$ cat src/rtl/bus_cycle_pkg.sv
// Shared types and helpers for the 68030 bus-cycle controller.
package bus_cycle_pkg;

  typedef enum logic [1:0] {IDLE, WAIT, ACK, ERR} state_t;

  localparam logic [1:0] PORT_32 = 2'b00;
  localparam logic [1:0] PORT_8  = 2'b01;
  localparam logic [1:0] PORT_16 = 2'b10;

  // Returns {DSACK1_n, DSACK0_n}; the reserved encoding answers as a 32-bit port.
  function automatic logic [1:0] port_to_dsack(input logic [1:0] port);
    case (port)
      PORT_32: return 2'b00;
      PORT_8:  return 2'b10;
      PORT_16: return 2'b01;
      default: return 2'b00;
    endcase
  endfunction

endpackage

$ cat src/rtl/region_decoder.sv
// Table-driven address decode; lowest matching region wins, overlay forces the boot region.
module region_decoder
  import bus_cycle_pkg::*;
#(
  parameter int unsigned NUM_REGIONS = 4,
  parameter int unsigned DECODE_BITS = 8,
  parameter int unsigned IDX_W       = 2,
  parameter int unsigned BOOT_REGION = 0,
  parameter logic [NUM_REGIONS*DECODE_BITS-1:0] REGION_BASE = '0,
  parameter logic [NUM_REGIONS*DECODE_BITS-1:0] REGION_MASK = '0
) (
  input  logic [DECODE_BITS-1:0] a_hi,
  input  logic                   overlay,
  output logic                   hit,
  output logic [IDX_W-1:0]       idx
);

  always_comb begin
    hit = 1'b0;
    idx = '0;
    if (overlay) begin
      hit = 1'b1;
      idx = IDX_W'(BOOT_REGION);
    end else begin
      for (int unsigned i = 0; i < NUM_REGIONS; i++) begin
        if (!hit && ((a_hi & REGION_MASK[i*DECODE_BITS +: DECODE_BITS]) ==
                     (REGION_BASE[i*DECODE_BITS +: DECODE_BITS] &
                      REGION_MASK[i*DECODE_BITS +: DECODE_BITS]))) begin
          hit = 1'b1;
          idx = IDX_W'(i);
        end
      end
    end
  end

endmodule

$ cat src/rtl/bus_cycle_controller.sv
// 68030 bus-cycle controller: region chip selects, sized DSACK, timeout BERR, boot overlay.
module bus_cycle_controller
  import bus_cycle_pkg::*;
#(
  parameter int unsigned NUM_REGIONS    = 4,
  parameter int unsigned DECODE_BITS    = 8,
  parameter logic [NUM_REGIONS*DECODE_BITS-1:0] REGION_BASE = {8'hF0, 8'hC0, 8'h00, 8'h80},
  parameter logic [NUM_REGIONS*DECODE_BITS-1:0] REGION_MASK = {8'hFF, 8'hF0, 8'hF0, 8'hF0},
  parameter int unsigned WAIT_W         = 4,
  parameter logic [NUM_REGIONS*WAIT_W-1:0] REGION_WAIT = {4'd1, 4'd0, 4'd0, 4'd2},
  parameter logic [NUM_REGIONS*2-1:0] REGION_PORT = {2'b01, 2'b00, 2'b00, 2'b01},
  parameter logic [NUM_REGIONS-1:0] REGION_EXT = 4'b1100,
  parameter int unsigned TIMEOUT_CYCLES = 64,
  parameter int unsigned BOOT_CYCLES    = 8,
  parameter int unsigned BOOT_REGION    = 0
) (
  input  logic                   CLK,
  input  logic                   RST,
  input  logic [DECODE_BITS-1:0] A_HI,
  input  logic [2:0]             FC,
  input  logic                   AS_n,
  input  logic [NUM_REGIONS-1:0] EXT_ACK_n,
  output logic [NUM_REGIONS-1:0] CS_n,
  output logic                   DSACK0_n,
  output logic                   DSACK1_n,
  output logic                   BERR_n,
  output logic                   BOOT
);

  localparam int unsigned IDX_W = (NUM_REGIONS > 1) ? $clog2(NUM_REGIONS) : 1;
  localparam int unsigned TO_W  = $clog2(TIMEOUT_CYCLES + 1);
  localparam int unsigned BC_W  = $clog2(BOOT_CYCLES + 1);
  localparam logic [TO_W-1:0] TO_LAST   = TO_W'(TIMEOUT_CYCLES - 1);
  localparam logic [BC_W-1:0] BOOT_LAST = BC_W'(BOOT_CYCLES - 1);

  generate
    if (TIMEOUT_CYCLES <= (2 ** WAIT_W) || BOOT_CYCLES == 0) begin : g_param_check
      $error("bus_cycle_controller: TIMEOUT_CYCLES must exceed 2**WAIT_W and BOOT_CYCLES must be nonzero");
    end
  endgenerate

  state_t                   state, state_nx;
  logic                     hit_q;
  logic [IDX_W-1:0]         idx_q;
  logic [WAIT_W-1:0]        wait_cnt;
  logic [TO_W-1:0]          to_cnt;
  logic [BC_W-1:0]          boot_cnt;
  logic                     boot_q;
  logic [NUM_REGIONS-1:0]   cs_q, cs_nx;
  logic [1:0]               dsack_q, dsack_nx;
  logic                     berr_q, berr_nx;

  logic                     dec_hit;
  logic [IDX_W-1:0]         dec_idx;
  logic [WAIT_W-1:0]        dec_wait;
  logic                     start, ack_ok;

  region_decoder #(
    .NUM_REGIONS (NUM_REGIONS),
    .DECODE_BITS (DECODE_BITS),
    .IDX_W       (IDX_W),
    .BOOT_REGION (BOOT_REGION),
    .REGION_BASE (REGION_BASE),
    .REGION_MASK (REGION_MASK)
  ) u_region_decoder (
    .a_hi    (A_HI),
    .overlay (!boot_q),
    .hit     (dec_hit),
    .idx     (dec_idx)
  );

  assign dec_wait = REGION_WAIT[dec_idx*WAIT_W +: WAIT_W];
  assign start    = (state == IDLE) && !AS_n && (FC != 3'b111);
  // A cycle with no region hit can only end by timeout or abort.
  assign ack_ok   = hit_q && (wait_cnt == '0) && (!REGION_EXT[idx_q] || !EXT_ACK_n[idx_q]);

  always_ff @(posedge CLK) begin
    if (RST) begin
      state    <= IDLE;
      hit_q    <= 1'b0;
      idx_q    <= '0;
      wait_cnt <= '0;
      to_cnt   <= '0;
      boot_cnt <= '0;
      boot_q   <= 1'b0;
      cs_q     <= '1;
      dsack_q  <= 2'b11;
      berr_q   <= 1'b1;
    end else begin
      state   <= state_nx;
      cs_q    <= cs_nx;
      dsack_q <= dsack_nx;
      berr_q  <= berr_nx;
      if (start) begin
        hit_q    <= dec_hit;
        idx_q    <= dec_idx;
        wait_cnt <= dec_wait;
        to_cnt   <= '0;
        if (!boot_q) begin
          boot_cnt <= boot_cnt + 1'b1;
          if (boot_cnt == BOOT_LAST) boot_q <= 1'b1;
        end
      end else if (state == WAIT) begin
        if (wait_cnt != '0) wait_cnt <= wait_cnt - 1'b1;
        to_cnt <= to_cnt + 1'b1;
      end
    end
  end

  always_comb begin
    state_nx = state;
    case (state)
      IDLE:    if (start) state_nx = WAIT;
      WAIT: begin
        if (AS_n)                   state_nx = IDLE;
        else if (ack_ok)            state_nx = ACK;
        else if (to_cnt == TO_LAST) state_nx = ERR;
      end
      ACK:     if (AS_n) state_nx = IDLE;
      ERR:     if (AS_n) state_nx = IDLE;
      default: state_nx = IDLE;
    endcase
  end

  // Next values of the registered outputs, derived from the transition being taken.
  always_comb begin
    cs_nx    = cs_q;
    dsack_nx = dsack_q;
    berr_nx  = berr_q;
    if (state != IDLE && AS_n) begin
      cs_nx    = '1;
      dsack_nx = 2'b11;
      berr_nx  = 1'b1;
    end else if (start) begin
      cs_nx    = '1;
      dsack_nx = 2'b11;
      berr_nx  = 1'b1;
      if (dec_hit) cs_nx[dec_idx] = 1'b0;
    end else if (state == WAIT && state_nx == ACK) begin
      dsack_nx = port_to_dsack(REGION_PORT[idx_q*2 +: 2]);
    end else if (state == WAIT && state_nx == ERR) begin
      berr_nx = 1'b0;
    end
  end

  assign CS_n     = cs_q;
  assign DSACK1_n = dsack_q[1];
  assign DSACK0_n = dsack_q[0];
  assign BERR_n   = berr_q;
  assign BOOT     = boot_q;

endmodule

$ cat config.mk
export PLATFORM = sky130hd
export DESIGN_NAME = bus_cycle_controller
export DESIGN_NICKNAME = d
export VERILOG_FILES = /design/src/rtl/bus_cycle_pkg.sv /design/src/rtl/region_decoder.sv /design/src/rtl/bus_cycle_controller.sv
export SDC_FILE = /design/constraint.sdc
export NUM_CORES = 1
export LEC_CHECK = 0
export CORE_UTILIZATION = 53
export CTS_BUF_LIST = sky130_fd_sc_hd__clkbuf_4
export DETAILED_ROUTE_END_ITERATION = 8
export GPL_TIMING_DRIVEN = 0
export MAX_ROUTING_LAYER = met4
export PLACE_DENSITY = 0.93
export SYNTH_ARGS = -nofsm -noshare
export SYNTH_HDL_FRONTEND = slang
export SYNTH_SLANG_ARGS = --single-unit
$ cat constraint.sdc
create_clock -name CLK -period 1.8 [get_ports CLK]
set_input_delay 0.36 -clock CLK [delete_from_list [all_inputs] [get_ports CLK]]
set_output_delay 0.36 -clock CLK [all_outputs]
set_load 0.005 [all_outputs]
==> flow_metrics.py <==
metrics = {
    "die": {
        "core-area_sq_um": 2500,
        "io_pins": 26,
        "die_area_sq_um": 2893,
        "start_util": 0.5686,
        "fp.dieW_microns": 53.79,
        "die_h_microns": 53.79,
        "rows": 18,
    },
    "sta": {
        "max_freq_ghz": 0.5717,
        "maxSlewViolCount": 0,
        "fin_worst_skew_ns": 0.01425,
        "setup_viol": 0,
        "max-slew-margin-rel": 0.6817,
        "timing.final.crit_share": 0.9718,
        "final-hold-violation-count": 0,
        "max_slew.worst_pin.slew_ns": 0.4753,
        "period_needed_ns": 1.749,
        "rsz0062_at_grt": "no",
    },
    "worst_setup_path": {
        "arrival_ns": 2.05,
        "cp.required_ns": 2.10,
        "path_max_fanout": 8,
        "cp-start-kind": "input pin",
        "critical_path_class": "input pin to flop",
        "cp-end-kind": "flop",
    },
    "global_route": {
        "grtUsageMet1": 0.3045,
        "grt_overflow": 0,
        "grt_max_degree": 17,
        "grt_pass1_wl_microns": 5423,
        "grt-busiest-layer": "met2",
        "antenna_found_initial": 0,
        "grt_pass1_vias": 1219,
        "use_met3": 0.05085,
        "track_usage": 0.2673,
        "gr-usage-met2": 0.4877,
    },
    "min_path": {
        "worstHoldPathType": "flop to flop",
    },
    "cts": {
        "clk_latency_ns": 0.34,
        "htree_levels": 1,
        "cts_resized": 0,
        "clock-root-buffer": "clkbuf_4",
        "post-cts-setup-buffer-count": 0,
        "ctsHoldBuffers": 0,
        "cts_sinks": 28,
        "cts_buffers": 3,
        "clkSlewWorstSetupHoldPaths_ns": 0.16,
        "cts_tree": "yes",
        "cts.path.max_buffers": 2,
    },
    "layout": {
        "instances_no_fill": 213,
        "drive_gt1_frac": 0.1202,
        "final_cell_mix": "dfxtp_1, clkdlybuf4s50_1, nor2_1",
        "area_delta_synth_final_pct": 22.54,
        "n_antenna_cell": 0,
        "final_core_util": 0.6967,
        "fin_nets": 206,
        "layout_commonest_cell": "dfxtp_1",
        "multiInputGateArea_sq_um": 803.3,
        "fillerInstances": 194,
        "regArea_sq_um": 560.5,
        "final_cell_area_sq_um": 1742,
    },
    "drt": {
        "drc": 0,
        "ant_nets": 0,
        "routed_via_density": 5.808,
        "avgRoutedWirePerCell_microns": 15.24,
        "drt-initial-drc-count": 35,
        "dr_total_vias": 1237,
        "wl_microns": 3246,
        "firstDrtPassIters": 4,
    },
    "pwr": {
        "p_seq_frac": 0.510,
        "ir_drop_mv": 0.6915,
        "p_comb_frac": 0.169,
        "power_switching_uw": 333.1,
        "p_leak_uw": 0.0006568,
        "pwr-share-clk": 0.321,
        "p_int_uw": 972.0,
        "p_sw_frac": 0.2552,
        "cellPowerDensity_nw_per_um2": 749.3,
    },
    "placement": {
        "place_area_sq_um": 1689,
        "portBuffers": 23,
        "place_hpwl_microns": 2447,
        "dp_cells": 209,
        "gp_congestion": 0.8374,
    },
    "logic_synthesis": {
        "ys_seq_elements": 28,
        "syn-cell-area_sq_um": 1421,
        "ys_seq_area_frac": 0.3944,
        "ys_types": 54,
        "yosysWarnings": 0,
        "syn_inst": 156,
        "syn_area_per_cell_sq_um": 9.111,
        "syn-num-nets": 178,
    },
    "run": {
        "max_cap_viol_count": 0,
    },
    "status": {
        "run_status": "finished clean",
    },
}
==> final cells by class <==
class | instances | area share
well taps | 30 | 0.02155
flip-flops and latches | 28 | 0.3218
inverters | 8 | 0.01724
clock inverters | 1 | 0.01724
clock buffers | 3 | 0.01293
repair buffers | 23 | 0.1322
multi-input cells | 116 | 0.4612
plain buffers | 4 | 0.01580
==> worst max-delay path: stages <==
cell and delay [ns]:
clkdlybuf4s50_1 0.44, a31oi_1 0.44, nand2_1 0.31, a31oi_1 0.34, nand3b_1 0.15
==> kinds of logic after synthesis <==
kind of cell,Yosys count,synth area share
buffers and inverters,12,0.04049
AOI/OAI and AO/OA,34,0.1787
xor gates and xnor gates,10,0.06162
DFF,28,0.3944
adders and majority gates,4,0.03521
muxes,2,0.01409
and+or+nand+nor,66,0.2755
==> synthesized netlist by cell type, drive strengths merged <==
cell type	number	area, sq um
dfxtp	28	560.5
nor2	20	82.58
nand2	15	56.30
inv	8	30.03
a21oi	7	38.79
o21ai	7	38.79
nand4	6	43.79
xnor2	6	52.55
ha	4	50.05
nand3	4	20.02
nor3	4	36.29
xor2	4	35.03
a211o	3	26.28
and3	3	18.77
buf	3	23.77
or3	3	23.77
a31oi	2	12.51
mux2i	2	20.02
nor3b	2	26.28
nor4	2	33.78
o22ai	2	18.77
or2	2	12.52
a211oi	1	7.510
a21boi	1	7.510
a21o	1	7.510
a31o	1	8.760
a41oi	1	8.760
clkbuf	1	3.750
nand2b	1	6.260
nand3b	1	7.510
nand4b	1	8.760
nor2b	1	6.260
o2111ai	1	8.760
o211a	1	10.01
o211ai	1	7.510
o21ba	1	10.01
o311a	1	10.01
o31ai	1	7.510
o32ai	1	8.760
o41ai	1	16.27
or3b	1	8.760
==> routing by layer <==
metal	vias up	wire length, microns
li1	611	-
met1	571	1339
met2	51	1675
met3	4	196
met4	0	34
met5	-	0
==> registers in the layout (all words and copies together) (netlist names) <==
register,flops
boot_cnt,4
idx_q,2
CS_n,4
hit_q,1
BOOT,1
state,2
wait_cnt,4
dsack_q,2
BERR_n,1
to_cnt,7
==> stage by stage <==
step           setup slack (ns)  hold slack, ns  TNS, ns  power [uW]
6_report                0.05084          0.4789        0        1305
5_1_grt                 0.01632          0.5021        0        1358
4_1_cts                  0.1020          0.4837        0        1302
3_5_place_dp            -0.2720          0.4486   -2.499       893.2
3_3_place_gp            -0.2052          0.4354   -1.117       878.6
2_1_floorplan            0.3546          0.4486        0       810.4
==> power groups by stage <==
stage | combinational (uW) | clock (uW) | sequential, uW
6_report | 221 | 419 | 666
5_1_grt | 244 | 445 | 669
4_1_cts | 218 | 419 | 665
3_5_place_dp | 216 | 0 | 677
3_3_place_gp | 203 | 0 | 675
2_1_floorplan | 137 | 0 | 674
==> path summary, 6_finish.rpt <==
path               start         end  slack [ns]  depth (start not counted)
min reg2reg   dsack_q[0]  dsack_q[0]        0.48                          1
max reg2reg  wait_cnt[0]  dsack_q[1]        0.18                          6
max                FC[1]     CS_n[3]        0.05                          5
min           dsack_q[0]  dsack_q[0]        0.48                          1
Note: power is estimated with default switching activity, not from simulation.
